$ cat src/rtl/traffic_light_pkg.sv
// Purpose: shared traffic-light types, default phase durations and a binary-to-BCD helper.
// Latency: n/a (types, constants and a pure function only).
// Backpressure: n/a.
// Contents: tl_state_t (GREEN/YELLOW/RED encodings shared with traffic_light_fsm),
//           DEF_* durations and sizes, bcd_t digit pair, bin_to_bcd().
package traffic_light_pkg;

   typedef enum logic [1:0] {
      GREEN  = 2'b00,
      YELLOW = 2'b01,
      RED    = 2'b10
   } tl_state_t;

   localparam int DEF_TICK_DIV    = 10_000_000;  // 10 MHz clock -> 1 s tick
   localparam int DEF_GREEN_TIME  = 15;
   localparam int DEF_YELLOW_TIME = 3;
   localparam int DEF_RED_TIME    = 10;
   localparam int DEF_CNT_W       = 7;           // holds 0..99 seconds

   typedef struct packed {
      logic [3:0] tens;
      logic [3:0] ones;
   } bcd_t;

   // Two-digit split; only meaningful for 0..99, which every legal duration respects.
   function automatic bcd_t bin_to_bcd(input int unsigned v);
      bcd_t r;
      r.tens = 4'(v / 10);
      r.ones = 4'(v % 10);
      return r;
   endfunction

endpackage

$ cat src/rtl/traffic_light_timer_if.sv
// Purpose: timer interface between the traffic-light FSM (master) and the countdown timer (slave).
// Latency: n/a (wires only).
// Backpressure: none; load is a single-cycle request, timer_zero a single-cycle reply.
// Signals: timer_load, state_in, enable (FSM -> timer);
//          timer_zero, remaining, bcd_tens, bcd_ones, tick, load_err (timer -> FSM/display).
interface traffic_light_timer_if #(
   parameter int CNT_W = 7
);
   logic             timer_load;
   logic [1:0]       state_in;
   logic             enable;
   logic             timer_zero;
   logic [CNT_W-1:0] remaining;
   logic [3:0]       bcd_tens;
   logic [3:0]       bcd_ones;
   logic             tick;
   logic             load_err;

   modport master (
      output timer_load, state_in, enable,
      input  timer_zero, remaining, bcd_tens, bcd_ones, tick, load_err
   );

   modport slave (
      input  timer_load, state_in, enable,
      output timer_zero, remaining, bcd_tens, bcd_ones, tick, load_err
   );
endinterface

$ cat src/rtl/tl_prescaler.sv
// Purpose: free-running 0..TICK_DIV-1 counter producing a one-cycle tick strobe.
// Latency: tick is combinational from the count; the count wraps on the tick edge.
// Backpressure: enable = 0 freezes the count (no tick lost or added); clr restarts it.
// Ports: clk, rst (sync, active-high), clr (sync restart), enable, tick.
module tl_prescaler #(
   parameter int TICK_DIV = 10_000_000
) (
   input  logic clk,
   input  logic rst,
   input  logic clr,
   input  logic enable,
   output logic tick
);

   localparam int PW = (TICK_DIV > 1) ? $clog2(TICK_DIV) : 1;
   localparam logic [PW-1:0] LAST = PW'(TICK_DIV - 1);

   logic [PW-1:0] cnt;

   assign tick = enable && (cnt == LAST);

   // clr beats enable so a reload always starts a full second, even while paused.
   always_ff @(posedge clk) begin
      if (rst || clr) begin
         cnt <= '0;
      end else if (enable) begin
         cnt <= tick ? '0 : cnt + PW'(1);
      end
   end

endmodule

$ cat src/rtl/traffic_light_timer.sv
// Purpose: phase countdown timer for the traffic-light FSM, with binary and BCD seconds display.
// Latency: remaining/BCD update one edge after load; timer_zero follows D*TICK_DIV edges after load.
// Backpressure: none; enable = 0 pauses the countdown, a load always takes effect.
// Ports: clk, rst (sync, active-high), bus (traffic_light_timer_if.slave):
//        in  timer_load, state_in, enable; out timer_zero, remaining, bcd_tens, bcd_ones, tick, load_err.
module traffic_light_timer
   import traffic_light_pkg::*;
#(
   parameter int TICK_DIV    = DEF_TICK_DIV,
   parameter int GREEN_TIME  = DEF_GREEN_TIME,
   parameter int YELLOW_TIME = DEF_YELLOW_TIME,
   parameter int RED_TIME    = DEF_RED_TIME,
   parameter int CNT_W       = DEF_CNT_W
) (
   input  logic              clk,
   input  logic              rst,
   traffic_light_timer_if.slave bus
);

   logic             tick;
   logic [CNT_W-1:0] dur;
   logic [CNT_W-1:0] rem_q;
   logic [CNT_W-1:0] rem_nxt;
   logic             zero_q;
   logic             zero_nxt;
   logic             err_q;
   logic             err_nxt;
   bcd_t             bcd_q;
   bcd_t             bcd_nxt;

   tl_prescaler #(
      .TICK_DIV (TICK_DIV)
   ) u_prescaler (
      .clk    (clk),
      .rst    (rst),
      .clr    (bus.timer_load),
      .enable (bus.enable),
      .tick   (tick)
   );

   // Unknown state code falls back to the longest-safe phase (RED).
   always_comb begin
      dur = CNT_W'(RED_TIME);
      case (bus.state_in)
         GREEN:   dur = CNT_W'(GREEN_TIME);
         YELLOW:  dur = CNT_W'(YELLOW_TIME);
         default: dur = CNT_W'(RED_TIME);
      endcase
   end

   // Load wins over a coincident tick, which also suppresses the expiry pulse on that edge.
   always_comb begin
      rem_nxt  = rem_q;
      zero_nxt = 1'b0;
      err_nxt  = 1'b0;
      if (bus.timer_load) begin
         rem_nxt = dur;
         err_nxt = (bus.state_in == 2'b11);
      end else if (tick && (rem_q != '0)) begin
         rem_nxt  = rem_q - CNT_W'(1);
         zero_nxt = (rem_q == CNT_W'(1));
      end
   end

   // BCD is taken from the next count so digits and binary change on the same edge.
   assign bcd_nxt = bin_to_bcd(32'(rem_nxt));

   always_ff @(posedge clk) begin
      if (rst) begin
         rem_q  <= '0;
         zero_q <= 1'b0;
         err_q  <= 1'b0;
         bcd_q  <= '0;
      end else begin
         rem_q  <= rem_nxt;
         zero_q <= zero_nxt;
         err_q  <= err_nxt;
         bcd_q  <= bcd_nxt;
      end
   end

   assign bus.remaining  = rem_q;
   assign bus.timer_zero = zero_q;
   assign bus.load_err   = err_q;
   assign bus.bcd_tens   = bcd_q.tens;
   assign bus.bcd_ones   = bcd_q.ones;
   assign bus.tick       = tick;

endmodule

$ cat src/flat_wrapper.sv
// flat-port wrapper written by rule: the top's interface ports become plain ports
module traffic_light_timer_flat import traffic_light_pkg::*;
#(
   parameter int TICK_DIV    = DEF_TICK_DIV,
   parameter int GREEN_TIME  = DEF_GREEN_TIME,
   parameter int YELLOW_TIME = DEF_YELLOW_TIME,
   parameter int RED_TIME    = DEF_RED_TIME,
   parameter int CNT_W       = DEF_CNT_W
)
  (clk, rst, bus_timer_load, bus_state_in, bus_enable, bus_timer_zero, bus_remaining, bus_bcd_tens, bus_bcd_ones, bus_tick, bus_load_err);
  traffic_light_timer_if #(.CNT_W(CNT_W)) bus_i ();
  input  logic clk;
  input  logic rst;
  input wire logic [$bits(bus_i.timer_load)-1:0] bus_timer_load;
  input wire logic [$bits(bus_i.state_in)-1:0] bus_state_in;
  input wire logic [$bits(bus_i.enable)-1:0] bus_enable;
  output wire logic [$bits(bus_i.timer_zero)-1:0] bus_timer_zero;
  output wire logic [$bits(bus_i.remaining)-1:0] bus_remaining;
  output wire logic [$bits(bus_i.bcd_tens)-1:0] bus_bcd_tens;
  output wire logic [$bits(bus_i.bcd_ones)-1:0] bus_bcd_ones;
  output wire logic [$bits(bus_i.tick)-1:0] bus_tick;
  output wire logic [$bits(bus_i.load_err)-1:0] bus_load_err;
  assign bus_i.timer_load = bus_timer_load;
  assign bus_i.state_in = bus_state_in;
  assign bus_i.enable = bus_enable;
  assign bus_timer_zero = bus_i.timer_zero;
  assign bus_remaining = bus_i.remaining;
  assign bus_bcd_tens = bus_i.bcd_tens;
  assign bus_bcd_ones = bus_i.bcd_ones;
  assign bus_tick = bus_i.tick;
  assign bus_load_err = bus_i.load_err;
  traffic_light_timer #(.TICK_DIV(TICK_DIV), .GREEN_TIME(GREEN_TIME), .YELLOW_TIME(YELLOW_TIME), .RED_TIME(RED_TIME), .CNT_W(CNT_W)) u_core (.clk(clk), .rst(rst), .bus(bus_i));
endmodule
$ cat config.mk
export PLATFORM = sky130hd
export DESIGN_NAME = traffic_light_timer_flat
export DESIGN_NICKNAME = d
export VERILOG_FILES = /design/src/rtl/traffic_light_pkg.sv /design/src/rtl/traffic_light_timer_if.sv /design/src/rtl/tl_prescaler.sv /design/src/rtl/traffic_light_timer.sv /design/src/flat_wrapper.sv
export SDC_FILE = /design/constraint.sdc
export NUM_CORES = 1
export LEC_CHECK = 0
export CORE_AREA = 3 3 74 76
export DETAILED_ROUTE_END_ITERATION = 8
export DIE_AREA = 0 0 77 79
export GPL_ROUTABILITY_DRIVEN = 0
export GPL_TIMING_DRIVEN = 0
export MAX_ROUTING_LAYER = met4
export PLACE_DENSITY = 0.67
export SKIP_CTS_REPAIR_TIMING = 1
export SYNTH_ARGS = -nofsm -noshare
export SYNTH_HDL_FRONTEND = slang
export SYNTH_SLANG_ARGS = --single-unit
$ cat constraint.sdc
create_clock -name clk -period 9.4 [get_ports clk]
set_clock_uncertainty 0.05 [all_clocks]
set_input_delay 1.41 -clock clk [delete_from_list [all_inputs] [get_ports clk]]
set_output_delay 1.41 -clock clk [all_outputs]
set_load 0.05 [all_outputs]
; ---- Word-level counts from Yosys, hierarchy flattened
; Index checks and enable logic that the tools add are counted.
[op_classes]
bitwise = 2
div = 2
muxes = 4
add_sub_neg = 2
n_eq_ne = 4
n_reduce_logical = 7
[ops]
columns = operator, count
row1 = 7-bit by 4-bit divider with 32-bit output (second input constant), 1
row2 = 7-bit by 4-bit remainder unit with 32-bit output (second input constant), 1
row3 = 24-bit by 1-bit adder with 24-bit output (second input constant), 1
row4 = 24-bit equality test (second input constant), 1
row5 = 24-bit 2-to-1 mux, 1
row6 = 7-bit 2-to-1 mux, 2
row7 = 4-bit case mux with 2 select lines, 1
row8 = 7-bit by 1-bit equality test with 1-bit output (second input constant), 1
row9 = 7-bit nonzero test, 1
row10 = 7-bit by 1-bit subtractor with 7-bit output (second input constant), 1
row11 = 3-bit OR reduction, 1
row12 = 2-bit by 1-bit equality test with 1-bit output (second input constant), 1
row13 = 2-bit equality test (second input constant), 1
row14 = 1-bit logical AND, 2
row15 = 2-bit zero test, 1
row16 = 1-bit NOT, 2
row17 = 2-bit OR reduction, 1
row18 = 1-bit logical OR, 1
[word_totals]
word_cells = 27
out_inout_bits = 18
ff_bits = 41
input_bits = 6

; ---- Depth between registers and ports, before layout
[logic_depth]
word_depth = 6
depth_mapped = 19
depth_no_buf = 18

; ---- Modules after synthesis
; From an unflattened synthesis, not the netlist that was laid out.
[hier_totals]
cells_unflattened = 378
area_unflattened_um2 = 3104.2
[modules_own_cells]
columns = module, instances, area_per_inst_um2, cells_per_inst
row1 = traffic_light_timer, 1, 1865.5, 235
row2 = tl_prescaler, 1, 1238.7, 143

; ---- Least setup slack after synthesis
; No wires, ideal clock.
[synth_timing]
path_type = input port to flip-flop
from = in bus_enable
to = reg u_core.bcd_q, in the netlist u_core.bus.bcd_ones[3]
arrival_time_ps = 4808
stages = 18
setup_ps = 121
slack_ps = 4421
path_buffers = 1
cell_sequence = and4_2 -> and4_1 -> nand2_1 -> inv_1 -> and3_1 -> nor3_1 -> ha_1 -> nand2b_1 -> a41oi_1 -> o21a_1 -> or3_1 -> buf_4 -> o22ai_4 -> nor4_2 -> nor2b_1 -> ha_1 -> a21oi_1 -> mux2_4
[synth_via]
elab_chain_cells = 5
[synth_rtl]
columns = element, line_no
row1 = from (decl), flat_wrapper.sv:16  ; input wire logic [$bits(bus_i.enable)-1:0] bus_enable;
row2 = 1-bit logical AND, tl_prescaler.sv:20  ; assign tick = enable && (cnt == LAST);
row3 = via bus_tick, flat_wrapper.sv:21  ; output wire logic [$bits(bus_i.tick)-1:0] bus_tick;
row4 = 1-bit logical AND, traffic_light_timer.sv:59  ; end else if (tick && (rem_q != '0)) begin
row5 = 7-bit 2-to-1 mux, traffic_light_timer.sv:59
row6 = 7-bit 2-to-1 mux, traffic_light_timer.sv:56  ; if (bus.timer_load) begin
row7 = 7-bit by 4-bit remainder unit with 32-bit output, traffic_light_pkg.sv:29  ; r.ones = 4'(v % 10);
row8 = to (signal assigned), traffic_light_timer.sv:78  ; bcd_q <= bcd_nxt;
row9 = to (decl), traffic_light_timer.sv:28  ; bcd_t bcd_q;
; The timed path passes the listed nets, and every way through them passes these cells.
; A chain may end at the register's enable or synchronous reset.

; ---- Final worst setup path
[layout_timing]
from = in bus_enable
to = reg u_core.bcd_q, in the netlist u_core.bus.bcd_ones[3]
[layout_via]
elab_chain_cells = 5
[layout_rtl]
columns = element, line_no
row1 = 1-bit logical AND, tl_prescaler.sv:20
row2 = 1-bit logical AND, traffic_light_timer.sv:59
row3 = 7-bit 2-to-1 mux, traffic_light_timer.sv:59
row4 = 7-bit 2-to-1 mux, traffic_light_timer.sv:56
row5 = via u_core.rem_nxt[6], traffic_light_timer.sv:23  ; logic [CNT_W-1:0] rem_nxt;
row6 = 7-bit by 4-bit remainder unit with 32-bit output, traffic_light_pkg.sv:29
; The timed path passes the listed nets, and every way through them passes these cells.

==> implementation parameters <==
Parameter                              Value

Floorplanning
  Core footprint ... 0.004786 mm2
  Initial standard-cell utilization of the core ... 50.22%
  Chip width ... 77 um
  Vertical die dimension ... 79 um
  I/O pins ... 24
  Std-Cell Rows ... 25
  Total die area ... 0.006083 mm2

STA
  Worst-case headroom to the max-slew limit ... 59.00%
  Period Utilization, post-route ... 60.47%
  Final number of hold-violating endpoints ... 0
  Min Hold Slack ... 0.4537 ns
  Fin crit period ... 5.684 ns
  Max Freq ... 0.1759 GHz
  Setup repair after global routing missed its margin ... false
  Actual transition at the worst max-transition pin ... 0.6121 ns
  Final setup violating endpoints ... 0
  Max-slew violation total from the final report ... 0
  Setup TNS Final ... 0 ns

Hold path
  Hold/Removal Path Class ... reg -> reg

Yosys
  Mapped Cells ... 286
  Synth cell types ... 65
  Cells taking the most area after synthesis ... sky130_fd_sc_hd__dfxtp_1 (33%), sky130_fd_sc_hd__nor2_1 (7.7%), sky130_fd_sc_hd__xor2_1 (4.7%)
  Count of flip-flops with a built-in enable after synthesis ... 0
  Post-synthesis net count ... 298
  Most used flip-flop cell after synthesis ... sky130_fd_sc_hd__dfxtp_1
  Post-synthesis instance area ... 0.002404 mm2
  Post-synthesis sequential element count ... 40
  Post-synth top area share ... 33.32%
  Yosys warnings ... 0
  Sequential cell area fraction in the yosys report ... 33.32%
  Cell type contributing the most total cell area after synthesis ... sky130_fd_sc_hd__dfxtp_1
  Share of synthesized registers carrying an async set or reset ... 0%
  Average cell area after synthesis ... 8.404 um2

Setup path
  Type of origin of the critical path ... input port
  Critical-path maximum fanout ... 8
  Critical Path Max Stage Delay ... 0.56 ns
  FF-to-FF setup slack ... 4.86 ns
  Buffers & Inverters on Critical Path ... 3
  Cell family contributing the most delay on the critical path ... compound AO/OA/AOI/OAI gates
  Type of the worst setup path ... in -> reg
  Kind of end point of the critical path ... register
  Critical Path AT ... 5.81 ns
  Cell mode on critical path ... sky130_fd_sc_hd__ha_1
  Required time at the worst-slack endpoint ... 9.53 ns
  Crit path max-delay cell type ... sky130_fd_sc_hd__clkdlybuf4s50_1
  Cells along the critical path ... clkdlybuf4s50_1, and4_2, nand4_2, o41ai_2, a21o_1, inv_1, ha_1, nand2b_1, a41oi_1, o21a_1, or3_1, buf_4, o22ai_4, nor4_2, nor2b_1, ha_1, a21oi_1, mux2_4

Pwr
  Worst ir drop on vdd ... 0.07542 mV
  PwrDens ... 124.3 mW/mm2
  Pwr Total ... 347.5 uW
  Static leakage ... 0.0009986 uW

Layout
  Diode count ... 0
  Fill cell total of the finished layout ... 450
  Commonest cells after routing, fill and taps aside ... sky130_fd_sc_hd__nor2_1 (49), sky130_fd_sc_hd__dfxtp_1 (40), sky130_fd_sc_hd__clkdlybuf4s50_1 (23), sky130_fd_sc_hd__nand2_1 (20)
  Fraction of layout cells with a size suffix above 1 ... 10.44%
  Post-layout net count ... 328
  Number of standard cells in the layout, taps in and fillers out ... 383
  Leading cell type in the layout, fill and taps excluded ... sky130_fd_sc_hd__nor2_1
  Layout overhead on the synthesized area ... 16.29%

Global routing
  Largest net degree at the start of global routing ... 12
  Vias in the first global route ... 2001
  Wire length of the first global-routing pass ... 9.177 mm
  Initial antenna violation count ... 0
  Overall Global Routing Usage ... 19.16%
  Overflow after GRT ... 0

Detailed routing
  WL/cell ... 14.15 um
  Violation count after the first detailed-routing iteration ... 92
  Detailed-route vias per instance ... 5.564
  Count of nets left with antenna violations after detail routing ... 0
  Total DRC errors in the routed layout ... 0
  Final wirelength ... 5.420 mm
  Total number of vias ... 2131
  Detailed-router iteration count before antenna repair ... 4

Clock tree
  Depth of the CTS H-tree ... 2
  Clock slew at the register clock pins of the worst setup and hold paths ... 0.07 ns
  Insertion delay of the later-clocked pin in the worst-skew pair ... 0.29 ns
  Number of buffers inserted during clock tree synthesis ... 5
  Max clock buf depth ... 2
  Clock tree from TritonCTS ... yes
  CTS Sinks ... 40
  Root buffer cell ... sky130_fd_sc_hd__clkbuf_8

Place
  Port Buf Inserts ... 23
  Half-perimeter wire length after placement ... 4.216 mm
  Number of cells in the design after placement ... 376

Run status
  Outcome ... complete, no violations

Run
  Max-capacitance violation count ... 0
==> final timing paths <==
path,from,endpoint,cells past startpoint
worst max-delay path,bus_enable,u_core.bus.bcd_ones[3],18
worst min register to register,u_core.u_prescaler.cnt[1],u_core.u_prescaler.cnt[1],2
worst min-delay path,u_core.u_prescaler.cnt[1],u_core.u_prescaler.cnt[1],2
worst max register to register,u_core.u_prescaler.cnt[0],u_core.bus.bcd_ones[3],18
==> state kept, by name, indices dropped and copies added, names as in the netlist <==
register,count
u_core.u_prescaler.cnt,24
u_core.bus.remaining,6
u_core.bus.bcd_ones,4
u_core.bus.bcd_tens,4
u_core.bus.load_err,1
u_core.bus.timer_zero,1
==> cell usage after synthesis, types with 6 or more instances <==
library cell and number:
sky130_fd_sc_hd__nand3_1 10, sky130_fd_sc_hd__nand4_1 7, sky130_fd_sc_hd__inv_1 10, sky130_fd_sc_hd__dfxtp_1 40, sky130_fd_sc_hd__nand2_1 20, sky130_fd_sc_hd__xnor2_1 10, sky130_fd_sc_hd__ha_1 6, sky130_fd_sc_hd__and3_1 9
sky130_fd_sc_hd__and2_1 6, sky130_fd_sc_hd__o21ai_0 6, sky130_fd_sc_hd__xor2_1 13, sky130_fd_sc_hd__nor2_1 49, sky130_fd_sc_hd__nor3_1 13, sky130_fd_sc_hd__a21oi_1 9
==> area by class of cell <==
| cell class | count | area [um2] | share of cell area, % |
|---|---|---|---|
| buffer | 7 | 36.28 | 1.298 |
| clock buffer | 6 | 72.57 | 2.596 |
| clock inverter | 1 | 5.005 | 0.1791 |
| inverter | 10 | 37.54 | 1.343 |
| multi-input combinational | 229 | 1529 | 54.70 |
| sequential | 40 | 800.8 | 28.65 |
| tap | 67 | 83.83 | 2.999 |
| timing repair buffer | 23 | 230.2 | 8.236 |
==> where the power goes <==
part,leakage (uW),internal [uW],switching [uW]
Sequential,0.000325,174,2.84
Combinational,0.000633,23.3,39.5
Clock,0.0000410,50.5,57.9
==> metrics by stage <==
step	cell area, um2	setup slack [ns]	util, %
after floorplan	2404	4.421	-
after global placement	2718	3.491	56.78
after detailed placement	2718	3.480	56.78
after CTS	2795	3.766	58.41
after global routing	2795	3.350	58.41
final	2795	3.716	58.41
==> worst register-to-register path, cell delays in order, from the launching register on <==
cell	delay (ns)
sky130_fd_sc_hd__dfxtp_1	0.38
sky130_fd_sc_hd__ha_1	0.18
sky130_fd_sc_hd__and4_2	0.30
sky130_fd_sc_hd__nand4_2	0.22
sky130_fd_sc_hd__o41ai_2	0.44
sky130_fd_sc_hd__a21o_1	0.27
sky130_fd_sc_hd__inv_1	0.08
sky130_fd_sc_hd__ha_1	0.30
sky130_fd_sc_hd__nand2b_1	0.17
sky130_fd_sc_hd__a41oi_1	0.23
sky130_fd_sc_hd__o21a_1	0.26
sky130_fd_sc_hd__or3_1	0.13
sky130_fd_sc_hd__buf_4	0.15
sky130_fd_sc_hd__o22ai_4	0.10
sky130_fd_sc_hd__nor4_2	0.35
sky130_fd_sc_hd__nor2b_1	0.13
sky130_fd_sc_hd__ha_1	0.19
sky130_fd_sc_hd__a21oi_1	0.19
sky130_fd_sc_hd__mux2_4	0.31
==> logic make-up after synthesis <==
family / synth area share, %
AND/OR/NAND/NOR: 32.07
flip-flops: 33.32
AO/OA/AOI/OAI: 17.54
adder cells (fa/ha/maj): 3.540
XOR/XNOR: 8.381
buffers and inverters: 3.071
multiplexers: 2.082
==> layer usage <==
layer	routed length, um	global-route usage (%)	share of wire [%]	vias to the layer above
met1	2398	22.02	44	993
met4	101	6.940	1.9	0
met2	2744	33.36	51	39
met5	0	-	0	-
met3	176	3.855	3.2	8
li1	-	-	-	1091
No activity file was read; power rests on OpenSTA's default activity.
